<file path="src/rtl/nr_pkg.sv">
// nr_pkg: shared types and constants for the
// noise-reduction stream filter.
package nr_pkg;

  typedef enum logic [1:0] {
    NR_BYPASS = 2'd0,
    NR_AVG2   = 2'd1,
    NR_IIR    = 2'd2
  } nr_mode_e;

  localparam int FRAME_CNT_W = 16;

  // Encoding 3 is reserved and behaves as bypass
  function automatic nr_mode_e nr_decode_mode(
    input logic [1:0] m
  );
    nr_mode_e r;
    case (m)
      2'd1:    r = NR_AVG2;
      2'd2:    r = NR_IIR;
      default: r = NR_BYPASS;
    endcase
    return r;
  endfunction

endpackage

</file>
<file path="src/rtl/nr_skid_buf.sv">
// nr_skid_buf: output register plus one-entry skid,
// with a registered ready derived from skid occupancy.
module nr_skid_buf #(
  parameter int W = 8
) (
  input  logic         clk,
  input  logic         rstn,
  input  logic [W-1:0] in_data,
  input  logic         in_valid,
  output logic         in_ready,
  output logic [W-1:0] out_data,
  output logic         out_valid,
  input  logic         out_ready
);

  logic [W-1:0] out_q, out_d;
  logic [W-1:0] skid_q, skid_d;
  logic         ovld_q, ovld_d;
  logic         svld_q, svld_d;
  logic         rdy_q, rdy_d;
  logic         acc;

  assign acc = in_valid && rdy_q;

  always_comb begin
    out_d  = out_q;
    ovld_d = ovld_q;
    skid_d = skid_q;
    svld_d = svld_q;
    if (!ovld_q || out_ready) begin
      // Skid holds the older beat, so it drains first
      if (svld_q) begin
        out_d  = skid_q;
        ovld_d = 1'b1;
        svld_d = 1'b0;
      end else begin
        ovld_d = acc;
        if (acc) out_d = in_data;
      end
    end else if (acc) begin
      skid_d = in_data;
      svld_d = 1'b1;
    end
    rdy_d = !svld_d;
  end

  always_ff @(posedge clk or negedge rstn) begin
    if (!rstn) begin
      out_q  <= '0;
      ovld_q <= 1'b0;
      skid_q <= '0;
      svld_q <= 1'b0;
      rdy_q  <= 1'b0;
    end else begin
      out_q  <= out_d;
      ovld_q <= ovld_d;
      skid_q <= skid_d;
      svld_q <= svld_d;
      rdy_q  <= rdy_d;
    end
  end

  assign in_ready  = rdy_q;
  assign out_data  = out_q;
  assign out_valid = ovld_q;

endmodule

</file>
<file path="src/rtl/nr_stream_filter.sv">
// nr_stream_filter: per-channel horizontal smoothing
// with SOF regeneration and line-length checking.
module nr_stream_filter
  import nr_pkg::*;
#(
  parameter int CH_WIDTH = 10,
  parameter int CHANNELS = 4,
  parameter int H_ACTIVE = 1920,
  parameter int V_ACTIVE = 1080
) (
  input  logic                         clk,
  input  logic                         rstn,
  input  logic [CHANNELS*CH_WIDTH-1:0] in_data,
  input  logic                         in_valid,
  input  logic                         in_user,
  input  logic                         in_last,
  output logic                         in_ready,
  output logic [CHANNELS*CH_WIDTH-1:0] out_data,
  output logic                         out_valid,
  output logic                         out_user,
  output logic                         out_last,
  input  logic                         out_ready,
  input  logic [1:0]                   mode,
  output logic                         err_short,
  output logic                         err_long,
  output logic [FRAME_CNT_W-1:0]       frame_cnt
);

  localparam int DW = CHANNELS * CH_WIDTH;
  localparam int PW = (H_ACTIVE > 1) ? $clog2(H_ACTIVE) : 1;
  localparam int LW = (V_ACTIVE > 1) ? $clog2(V_ACTIVE) : 1;
  localparam logic [PW-1:0] PIX_LAST  = PW'(H_ACTIVE - 1);
  localparam logic [LW-1:0] LINE_LAST = LW'(V_ACTIVE - 1);

  logic [PW-1:0]          pix_q, pix_d, pix_eff;
  logic [LW-1:0]          line_q, line_d, line_eff;
  logic [FRAME_CNT_W-1:0] fcnt_q, fcnt_d;
  nr_mode_e               mode_q, mode_d, mode_cur;
  logic                   es_q, es_d, el_q, el_d;
  logic                   accept, sof, pix_end;
  logic [DW-1:0]          filt;

  assign accept   = in_valid && in_ready;
  assign pix_eff  = in_user ? '0 : pix_q;
  assign line_eff = in_user ? '0 : line_q;
  assign sof      = (pix_eff == '0) && (line_eff == '0);
  assign pix_end  = (pix_eff == PIX_LAST);
  assign mode_cur = sof ? nr_decode_mode(mode) : mode_q;

  always_comb begin
    pix_d  = pix_q;
    line_d = line_q;
    fcnt_d = fcnt_q;
    mode_d = mode_q;
    es_d   = 1'b0;
    el_d   = 1'b0;
    if (accept) begin
      es_d   = in_last && !pix_end;
      el_d   = pix_end && !in_last;
      mode_d = mode_cur;
      // A full-length line without tlast still ends the line
      if (in_last || pix_end) begin
        pix_d = '0;
        if (line_eff == LINE_LAST) begin
          line_d = '0;
          fcnt_d = fcnt_q + 1'b1;
        end else begin
          line_d = line_eff + 1'b1;
        end
      end else begin
        pix_d = pix_eff + 1'b1;
      end
    end
  end

  always_ff @(posedge clk or negedge rstn) begin
    if (!rstn) begin
      pix_q  <= '0;
      line_q <= '0;
      fcnt_q <= '0;
      mode_q <= NR_BYPASS;
      es_q   <= 1'b0;
      el_q   <= 1'b0;
    end else begin
      pix_q  <= pix_d;
      line_q <= line_d;
      fcnt_q <= fcnt_d;
      mode_q <= mode_d;
      es_q   <= es_d;
      el_q   <= el_d;
    end
  end

  for (genvar c = 0; c < CHANNELS; c++) begin : g_lane
    logic [CH_WIDTH-1:0] x, y, prev_q;
    logic [CH_WIDTH:0]   s_avg;
    logic [CH_WIDTH+1:0] s_iir;

    assign x = in_data[c*CH_WIDTH +: CH_WIDTH];

    always_comb begin
      s_avg = {1'b0, x} + {1'b0, prev_q} + 1'b1;
      s_iir = {2'b0, prev_q} + {1'b0, prev_q, 1'b0}
            + {2'b0, x} + 2'd2;
      y = x;
      if (pix_eff != '0) begin
        unique case (mode_cur)
          NR_AVG2: y = s_avg[CH_WIDTH:1];
          NR_IIR:  y = s_iir[CH_WIDTH+1:2];
          default: y = x;
        endcase
      end
    end

    // IIR feeds back its output; the average needs the raw input
    always_ff @(posedge clk or negedge rstn) begin
      if (!rstn) prev_q <= '0;
      else if (accept) prev_q <= (mode_cur == NR_IIR) ? y : x;
    end

    assign filt[c*CH_WIDTH +: CH_WIDTH] = y;
  end

  logic [DW+1:0] pkt_out;

  nr_skid_buf #(
    .W(DW + 2)
  ) u_skid (
    .clk      (clk),
    .rstn     (rstn),
    .in_data  ({sof, in_last, filt}),
    .in_valid (in_valid),
    .in_ready (in_ready),
    .out_data (pkt_out),
    .out_valid(out_valid),
    .out_ready(out_ready)
  );

  assign out_user  = pkt_out[DW+1];
  assign out_last  = pkt_out[DW];
  assign out_data  = pkt_out[DW-1:0];
  assign err_short = es_q;
  assign err_long  = el_q;
  assign frame_cnt = fcnt_q;

endmodule

</file>
<file path="config.mk">
export PLATFORM = sky130hd
export DESIGN_NAME = nr_stream_filter
export DESIGN_NICKNAME = d
export VERILOG_FILES = /design/src/rtl/nr_pkg.sv /design/src/rtl/nr_skid_buf.sv /design/src/rtl/nr_stream_filter.sv
export SDC_FILE = /design/constraint.sdc
export NUM_CORES = 1
export LEC_CHECK = 0
export CAP_MARGIN = 20
export CORE_MARGIN = 2
export CORE_UTILIZATION = 45
export DETAILED_ROUTE_END_ITERATION = 10
export DONT_BUFFER_PORTS = 1
export GPL_ROUTABILITY_DRIVEN = 0
export SLEW_MARGIN = 20
export SYNTH_ARGS = -nofsm -noshare
export SYNTH_HDL_FRONTEND = slang
export SYNTH_SLANG_ARGS = --single-unit
</file>
<file path="constraint.sdc">
create_clock -name clk -period 3.95 [get_ports clk]
set_input_delay 0.1975 -clock clk [delete_from_list [all_inputs] [get_ports clk]]
set_output_delay 0.1975 -clock clk [all_outputs]
set_load 0.02 [all_outputs]
</file>
# Word-level counts from Yosys, hierarchy flattened
# Cells that the tools add are included.
dict set report word_totals {
  inputBits 48
  latchBits 0
  rom_bits 0
  memories 0
  regBits 169
  ramBits 0
  out_inout_bits 62
}
dict set report op_classes {
  muxes 25
  mul 0
  eq_ne 6
  n_shift 0
  reduce_logical 18
  bitwise 1
  order_cmp 0
  div 0
  addsub 23
}
# cell n
set ops {}
lappend ops {{$mux W42} 2}
lappend ops {{$mux W10} 8}
lappend ops {{$pmux W10 S2} 4}
lappend ops {{$add A11 B1 Y11 const B} 6}
lappend ops {{$add A10 B11 Y12} 4}
lappend ops {{$add A12 B10 Y12} 4}
lappend ops {{$add A12 B2 Y12 const B} 4}
lappend ops {{$add A10 B10 Y11} 4}
lappend ops {{$mux W11} 4}
lappend ops {{$eq A11 B11 Y1 const B} 2}
lappend ops {{$logic_not A11 Y1} 2}
lappend ops {{$add A16 B1 Y16 const B} 1}
lappend ops {{$reduce_bool A11 Y1} 1}
lappend ops {{$reduce_and A2 Y1} 3}
lappend ops {{$mux W1} 5}
lappend ops {{$eq A2 B1 Y1 const B} 2}
lappend ops {{$eq A2 B2 Y1 const B} 2}
lappend ops {{$logic_and A1 B1 Y1} 4}
lappend ops {{$logic_not A1 Y1} 4}
lappend ops {{$pmux W2 S2} 1}
lappend ops {{$reduce_and A3 Y1} 1}
lappend ops {{$logic_or A1 B1 Y1} 2}
lappend ops {{$mux W2} 1}
lappend ops {{$reduce_bool A2 Y1} 1}
lappend ops {{$not A1 Y1} 1}

# Longest topological paths before layout
# Gate-level depths: netlist of the first run.
dict set report logic_depth {
  ltp_word 9
  depth_mapped 21
}

# Cells and area by module
# A second synthesis of the first run with hierarchy kept.
dict set report unflattened {
  hier_cells 1289
  hier_area_um2 12841.1
}
# module instances seq_area_each_um2 area_per_inst_um2 cells_per_inst
set by_module_without_submodules {}
lappend by_module_without_submodules {nr_stream_filter 1 2052.0 8832.2 1055}
lappend by_module_without_submodules {nr_skid_buf 1 2177.1 4008.8 234}

# Worst setup path before layout of the first run
# No wires, ideal clock.
dict set report synth_timing {
  path_type {register to register}
  startpoint {reg pix_q[0]}
  endpoint {reg u_skid.skid_q[35]}
  t_arrival_ns 3.707
  setup_ns 0.125
  stages_incl_launch_ff 19
  period_less_slack_ns 3.832
  t_required_ns 3.825
  setup_slack_ns 0.118
  path_cell_list {dfrtp_1 > nor2b_1 > inv_1 > ha_1 > nor4b_1 > nand3_1 > nor3_1 > a21oi_1 > nor2_1 > mux2i_1 > inv_1 > ha_1 > a21o_1 > a31oi_1 > buf_2 > clkbuf_1 > clkbuf_1 > a21oi_1 > mux2_2}
}
dict set report synth_via {
  elab_chain_len 7
}
# item line_no
set synth_rtl {}
lappend synth_rtl {{start, declared} nr_stream_filter.sv:35} ;# logic [PW-1:0] pix_q, pix_d, pix_eff;
lappend synth_rtl {{start signal, assigned} nr_stream_filter.sv:85} ;# pix_q <= pix_d;
lappend synth_rtl {{$mux W11 *} nr_stream_filter.sv:44} ;# assign pix_eff = in_user ? '0 : pix_q;
lappend synth_rtl {{$logic_not A11 Y1 *} nr_stream_filter.sv:46} ;# assign sof = (pix_eff == '0) && (line_eff == '0);
lappend synth_rtl {{$logic_and A1 B1 Y1 *} nr_stream_filter.sv:46}
lappend synth_rtl {{$mux W2 *} nr_stream_filter.sv:48} ;# assign mode_cur = sof ? nr_decode_mode(mode) : mode_q;
lappend synth_rtl {{named net mode_cur[1]} nr_stream_filter.sv:38} ;# nr_mode_e mode_q, mode_d, mode_cur;
lappend synth_rtl {{$eq A2 B2 Y1 or $eq A2 B1 Y1 (tied branches)} nr_stream_filter.sv:107} ;# unique case (mode_cur)
lappend synth_rtl {{$pmux W10 S2 *} nr_stream_filter.sv:107}
lappend synth_rtl {{$mux W10 *} nr_stream_filter.sv:106} ;# if (pix_eff != '0) begin
lappend synth_rtl {{end signal, assigned} nr_skid_buf.sv:57} ;# skid_q <= skid_d;
lappend synth_rtl {{end, declared} nr_skid_buf.sv:17} ;# logic [W-1:0] skid_q, skid_d;
# The timed path passes the listed nets; every way through them passes the cells marked *.
# A chain may end at the register's enable or synchronous reset.

# Worst setup path after layout of the first run
dict set report layout_timing {
  startpoint {reg pix_q[0]}
  endpoint {reg u_skid.out_q[2], in the netlist u_skid.out_data[2]}
}
dict set report layout_via {
  elab_chain_len 9
}
# item line_no
set layout_rtl {}
lappend layout_rtl {{$mux W11 *} nr_stream_filter.sv:44}
lappend layout_rtl {{$logic_not A11 Y1 *} nr_stream_filter.sv:46}
lappend layout_rtl {{$logic_and A1 B1 Y1 *} nr_stream_filter.sv:46}
lappend layout_rtl {{$mux W2 *} nr_stream_filter.sv:48}
lappend layout_rtl {{named net mode_cur[1]} nr_stream_filter.sv:38}
lappend layout_rtl {{$eq A2 B2 Y1 or $eq A2 B1 Y1 (tied branches)} nr_stream_filter.sv:107}
lappend layout_rtl {{$pmux W10 S2 *} nr_stream_filter.sv:107}
lappend layout_rtl {{$mux W10 *} nr_stream_filter.sv:106}
lappend layout_rtl {{$mux W42 *} nr_skid_buf.sv:38} ;# if (acc) out_d = in_data;
lappend layout_rtl {{$mux W42 *} nr_skid_buf.sv:32} ;# if (svld_q) begin
lappend layout_rtl {{end signal, assigned} nr_skid_buf.sv:55} ;# out_q <= out_d;
lappend layout_rtl {{end, declared} nr_skid_buf.sv:16} ;# logic [W-1:0] out_q, out_d;
# The timed path passes the listed nets; every way through them passes the cells marked *. The select of a mux whose other input is x is not followed.

==> results of run 1 <==
## final timing paths
| kind | depth (start not counted) | start | end | slack, ns |
|---|---|---|---|---|
| hold / removal | 0 | rstn | frame_cnt[8] | -0.55 |
| setup reg to reg | 18 | pix_q[0] | u_skid.out_data[2] | 0.15 |
| setup / recovery | 18 | pix_q[0] | u_skid.out_data[2] | 0.15 |
| min in group clk | 3 | in_data[13] | g_lane[1].prev_q[3] | 0.02 |
| max in group asynchronous | 0 | rstn | g_lane[3].prev_q[5] | 4.29 |
| hold reg to reg | 2 | u_skid.skid_q[6] | u_skid.skid_q[6] | 0.47 |
## final cells by class
type	count	area share, %
clock inverters	13	0.799
clock buffers	19	3.07
repair buffers	75	4.80
well taps	378	3.36
flip-flops and latches	169	30.0
inverters	50	1.33
multi-input cells	1123	56.6
## registers in the layout, indices dropped and copies added, names as in the netlist
| signal | flops |
|---|---|
| line_q | 11 |
| u_skid.in_ready | 1 |
| err_long | 1 |
| u_skid.out_data | 42 |
| u_skid.skid_q | 42 |
| u_skid.out_valid | 1 |
| mode_q | 2 |
| g_lane.prev_q | 40 |
| u_skid.svld_q | 1 |
| err_short | 1 |
| frame_cnt | 16 |
| pix_q | 11 |
## stage by stage
stage	cell area (um^2)	setup TNS [ns]	hold WS [ns]
floorplan	12600	0	-0.0981
global placement	13300	0	-0.0952
detailed placement	13300	-0.141	-0.0954
CTS	14000	0	-0.571
global route	14100	-0.557	-0.578
finish	14100	0	-0.550
## placed cells by master (no fill, tap or decap), types with 7 or more instances in the layout
cell type / count
a211oi_1: 18
a21o_1: 21
a21oi_1: 93
a311oi_1: 7
a31oi_1: 12
and3_1: 25
buf_4: 50
clkbuf_16: 17
dfrtp_1: 168
dlygate4sd3_1: 20
fa_1: 36
ha_1: 92
inv_1: 47
mux2_2: 17
mux2i_1: 15
nand2_1: 131
nand2b_1: 19
nand3_1: 24
nand3b_1: 12
nand4_1: 14
nor2_1: 104
nor2b_1: 23
nor3_1: 23
o211ai_1: 10
o21a_1: 37
o21ai_0: 147
o21ai_1: 20
o221ai_1: 7
o22ai_1: 7
o31ai_1: 23
or3_1: 13
xnor2_1: 23
xor2_1: 19
## cell families after synthesis
logic type / count (synthesis) / share of synthesized area (%)
AO/OA/AOI/OAI: 486 / 25.0
multiplexers: 35 / 2.96
AND/OR/NAND/NOR: 429 / 16.7
flip-flops: 169 / 33.6
buffers and inverters: 116 / 3.58
adder cells (fa/ha/maj): 131 / 15.2
XOR/XNOR: 42 / 2.93
## report_power, final
part,internal [mW],switching (mW)
registers,2.10,0.546
logic,1.60,2.05
clock network,0.824,0.777
total,4.52,3.37
## what timing repair did
action	4_1_cts	5_1_grt
hold endpoints to repair	199	169
pin swaps	0	7
buffers inserted	0	6
endpoints found under the setup margin	6	97
gates resized for setup	1	9
## routing by layer
layer	up-vias	track usage (%)	share of wire, %
li1	5229	-	-
met1	5235	36.3	48
met2	314	37.1	43
met3	30	7.12	7.6
met4	0	6.26	1.6
met5	-	0	0
==> flow_summary.toml, run 1 <==
[worst_setup_path]
max_stage_delay_ns = 0.41
slowest_stage = "dfrtp_1"
cpLargestDelayFamily = "simple AND/OR/NAND/NOR gates"
cp_max_fo = 18
crit_arrival_ns = 4.13
cp_num_buf_inv = 4
worstSetupPathType = "reg -> reg"
start_kind = "flop"
worstPathRequired_ns = 4.28
crit_chain = "nor2b_1, inv_1, ha_2, nor4b_4, nand3_1, nor3_1, a21oi_1, nor2_2, mux2i_2, inv_1, ha_4, a21o_1, a31oi_4, buf_4, mux2i_2, buf_4, o211ai_1, o21a_1"
end_kind = "flop"

[synthesis]
synth_top_area_share_pct = 33.6
syn-num-nets = 1587
async_reset_ff_share_pct = 100
synth_ff_type = "dfrtp_1"
ys_seq_area_share_pct = 33.6
netlist_instances = 1408
yosys_warnings = 0
synth.avg_cell_area_um2 = 8.93
synthMostInstantiatedCell = "dfrtp_1"
ys_seq_elements = 169
synth_cell_types = 87
synth_common_cells = "169 x dfrtp_1, 148 x o21ai_0, 133 x nand2_1"
synth_edf_count = 0
yosysTopAreaCell = "dfrtp_1"
yosys-top-cells-area = "dfrtp_1 34%, ha_1 9.5%, o21ai_0 5.9%, fa_1 5.7%, nand2_1 4.0%"
netlist_area_um2 = 12600

[global_route]
grt_max_degree = 170
grt_pass1_vias = 10200
antenna_found_initial = 0
track_usage_pct = 25.2
grt_overflow_total = 0
grt_pass1_wl_um = 56900

[clocking]
clk_path_buf_depth = 2
cts_tree = "yes"
cts_hold_buf = 20
path_clk_slew_ns = 0.07
clock_sinks = 169
cts_root_buffer = "clkbuf_16"
cts_buffers = 17
h-tree-depth = 4
insertion_delay_ns = 0.44

[route]
avgViaCountPerCell = 5.92
via_count = 10800
ant_nets = 0
dr.first_iter.drc_count = 947
drt-total-wl_um = 36400
dr.pass1.iters = 6
drc = 0
wl_per_cell_um = 19.9

[die]
dieArea_um2 = 29300
io_pins = 110
fp.dieW_um = 171
std_cell_rows = 61
start_util_pct = 45.5
die_h_um = 171
coreArea_um2 = 27600

[power]
ir_worst_vdd_mv = 0.326
finalPower_mw = 7.89
power_density_nw_per_um2 = 560
p_leak_nw = 6.15

[cells_and_area]
drive_above_1_share_pct = 9.94
n_fill_cell = 2615
nets = 1615
antennaDiodeCount = 0
seq_area_um2 = 4230
multiInputGateArea_um2 = 7980
final_util_pct = 51.0
area_delta_synth_final_pct = 12.1
final-instance-count-excl-fill = 1827

[sta]
layout_setup_ws_ns = 0.146
fmax_mhz = 263
fin_worst_skew_ns = 0.0106
whs_ns = -0.550
hold_violations = 169
drv_slew = 0
period_needed_ns = 3.80
relSlewSlack_pct = 47.4
finalCritPeriodShare_pct = 96.3
setup_viol = 0
tightestPinTransition_ns = 0.781

[flow_run]
cap_violations = 0

[placement]
hpwl_um = 26000
dp_cells = 1769
pre_cts_ws_ns = -0.0689
io_buffer_count = 0

[run_status]
violations = "hold timing"
outcome = "complete, but fails checks"

[min_path]
hold_class = "in -> async"
Power figures use the tool's default switching activity.
==> inputs of run 2 (changes only) <==
--- a/config.mk
+++ b/config.mk
@@ -5,12 +5,15 @@
 export SDC_FILE = /design/constraint.sdc
 export NUM_CORES = 1
 export LEC_CHECK = 0
+export BUFFER_PORTS_ARGS = -buffer_cell sky130_fd_sc_hd__buf_4
 export CAP_MARGIN = 20
 export CORE_MARGIN = 2
 export CORE_UTILIZATION = 45
+export CTS_CLUSTER_DIAMETER = 200
 export DETAILED_ROUTE_END_ITERATION = 10
-export DONT_BUFFER_PORTS = 1
 export GPL_ROUTABILITY_DRIVEN = 0
+export PLACE_DENSITY = 0.65
+export REMOVE_ABC_BUFFERS = 1
 export SLEW_MARGIN = 20
 export SYNTH_ARGS = -nofsm -noshare
 export SYNTH_HDL_FRONTEND = slang
==> flow_summary.toml, run 2 (synthesized netlist as in run 1, its figures left out) <==
[sta]
period_needed_ns = 3.74
drv_slew = 0
relSlewSlack_pct = 39.0
tightestPinTransition_ns = 0.914
setup_viol = 0
finalCritPeriodShare_pct = 94.7
fmax_mhz = 267
fin_worst_skew_ns = 0.0202
hold_violations = 0
layout_setup_ws_ns = 0.209

[worst_setup_path]
max_stage_delay_ns = 0.40
worstPathRequired_ns = 4.25
cp_max_fo = 6
end_kind = "flop"
crit_arrival_ns = 4.05
worstSetupPathType = "reg -> reg"
slowest_stage = "dfrtp_1"
crit_chain = "nor2b_1, inv_1, ha_2, nor4b_4, nand3_1, nor3_2, a21oi_1, nor2_2, mux2i_1, inv_1, ha_2, nor2b_1, a22o_1, o21bai_1, a311o_1, nor3b_2, o21ai_1, a221o_1"
start_kind = "flop"

[route]
wl_per_cell_um = 18.0
drc = 0
avgViaCountPerCell = 5.81
ant_nets = 0
via_count = 11100
dr.pass1.iters = 5
dr.first_iter.drc_count = 981
drt-total-wl_um = 34400

[die]
std_cell_rows = 61
start_util_pct = 45.5
die_h_um = 171
fp.dieW_um = 171
coreArea_um2 = 27600
dieArea_um2 = 29300
io_pins = 110

[placement]
hpwl_um = 24900
io_buffer_count = 109
pre_cts_ws_ns = -0.114
postPlaceCellArea_um2 = 14000

[global_route]
grt_pass1_vias = 11000
grt_overflow_total = 0
antenna_found_initial = 0
grt_max_degree = 94
grt_pass1_wl_um = 57000
track_usage_pct = 24.4

[cells_and_area]
seq_area_um2 = 4230
multiInputGateArea_um2 = 7960
antennaDiodeCount = 0
nets = 1697
mostFrequentLayoutCells = "168 x dfrtp_1, 148 x buf_4, 145 x o21ai_0"
drive_above_1_share_pct = 15.9
finish.instance_area_um2 = 14700
area_delta_synth_final_pct = 16.9
n_fill_cell = 2605
final_common_cell = "dfrtp_1"

[clocking]
cts_tree = "yes"
path_clk_slew_ns = 0.07
clk_path_buf_depth = 2
cts_buffers = 17
insertion_delay_ns = 0.44
h-tree-depth = 4
cts_root_buffer = "clkbuf_16"
clock_sinks = 169

[power]
ir_worst_vdd_mv = 0.333
clkPwrFrac_pct = 20.7
comb_power_share_pct = 49.7
power.share.switching_pct = 42.3
p_switching_mw = 3.48
p_leak_nw = 6.60
finalPower_mw = 8.23
pwr-share-seq_pct = 29.6
power_density_nw_per_um2 = 560
internal-power_mw = 4.75

[flow_run]
cap_violations = 0

[run_status]
outcome = "completed"

[min_path]
hold_class = "in -> reg"
==> run 2: changes by cell type in the layout (fill, tap and decap cells not counted), sizes merged <==
cell	change
buf	+100
dlygate4sd3	-18
inv	+3
clkbuf	-2
clkinv	-2
bufinv	+1
==> run 2: worst max-delay path, delay by kind of cell, from the launching register on <==
kind / cells / cell delay [ns]
multiplexers: 1 / 0.26
adder cells (fa/ha/maj): 2 / 0.41
flip-flops: 1 / 0.40
AO/OA/AOI/OAI: 6 / 1.18
buffers and inverters: 2 / 0.17
AND/OR/NAND/NOR: 7 / 1.20
==> run 2: per-stage QoR <==
stage | std cells | TNS [ns] | utilization [%] | hold slack, ns
2_1_floorplan | 1342 | -190.77 | - | -0.0981
4_1_cts | 1908 | 0 | 53.0 | 0.0700
5_1_grt | 1909 | -0.0127 | 53.2 | 0.0924
3_5_place_dp | 1871 | -0.626 | 50.7 | 0.368
3_3_place_gp | 1871 | 0 | 50.7 | 0.362
6_report | 1909 | 0 | 53.2 | 0.0817
==> run 2: repair_timing <==
action                     4_1_cts  5_1_grt
cloned                           0        0
hold buffers                     2        0
gates resized for setup          1        9
hold endpoints to repair        93        0
pin swaps                        0        3
buffers inserted                 3        1
setup endpoints to repair       19       89
==> run 2: final timing paths <==
path | from | endpoint | slack [ns] | depth (start not counted)
setup / recovery | pix_q[0] | u_skid.out_data[37] | 0.21 | 18
hold / removal | in_data[32] | g_lane[3].prev_q[2] | 0.08 | 3
setup reg to reg | pix_q[0] | u_skid.out_data[37] | 0.21 | 18
hold reg to reg | frame_cnt[15] | frame_cnt[15] | 0.47 | 1
max in group asynchronous | rstn | u_skid.svld_q | 2.54 | 3
min in group asynchronous | rstn | u_skid.out_data[22] | 0.43 | 2
==> run 2: layer usage <==
layer / vias up / part of all wire [%] / global-route usage [%]
met1: 5402 / 46 / 34.1
met5: - / 0 / 0
li1: 5371 / - / -
met2: 283 / 47 / 39.5
met4: 0 / 1.8 / 6.30
met3: 37 / 5.0 / 3.96
==> run 2: cell type report <==
cell class | count | share of cell area (%)
tap | 378 | 3.22
inverter | 50 | 1.28
multi-input combinational | 1123 | 54.2
sequential | 169 | 28.8
clock inverter | 15 | 1.07
clock buffer | 17 | 2.90
timing repair buffer | 157 | 8.54
==> run 2: power groups by stage <==
stage | Clock (mW) | Combinational [mW] | Sequential (mW)
floorplan | 0 | 2.68 | 2.54
global placement | 0 | 3.97 | 2.45
detailed placement | 0 | 4.04 | 2.46
CTS | 1.74 | 4.07 | 2.43
global route | 1.81 | 4.56 | 2.48
finish | 1.70 | 4.09 | 2.43
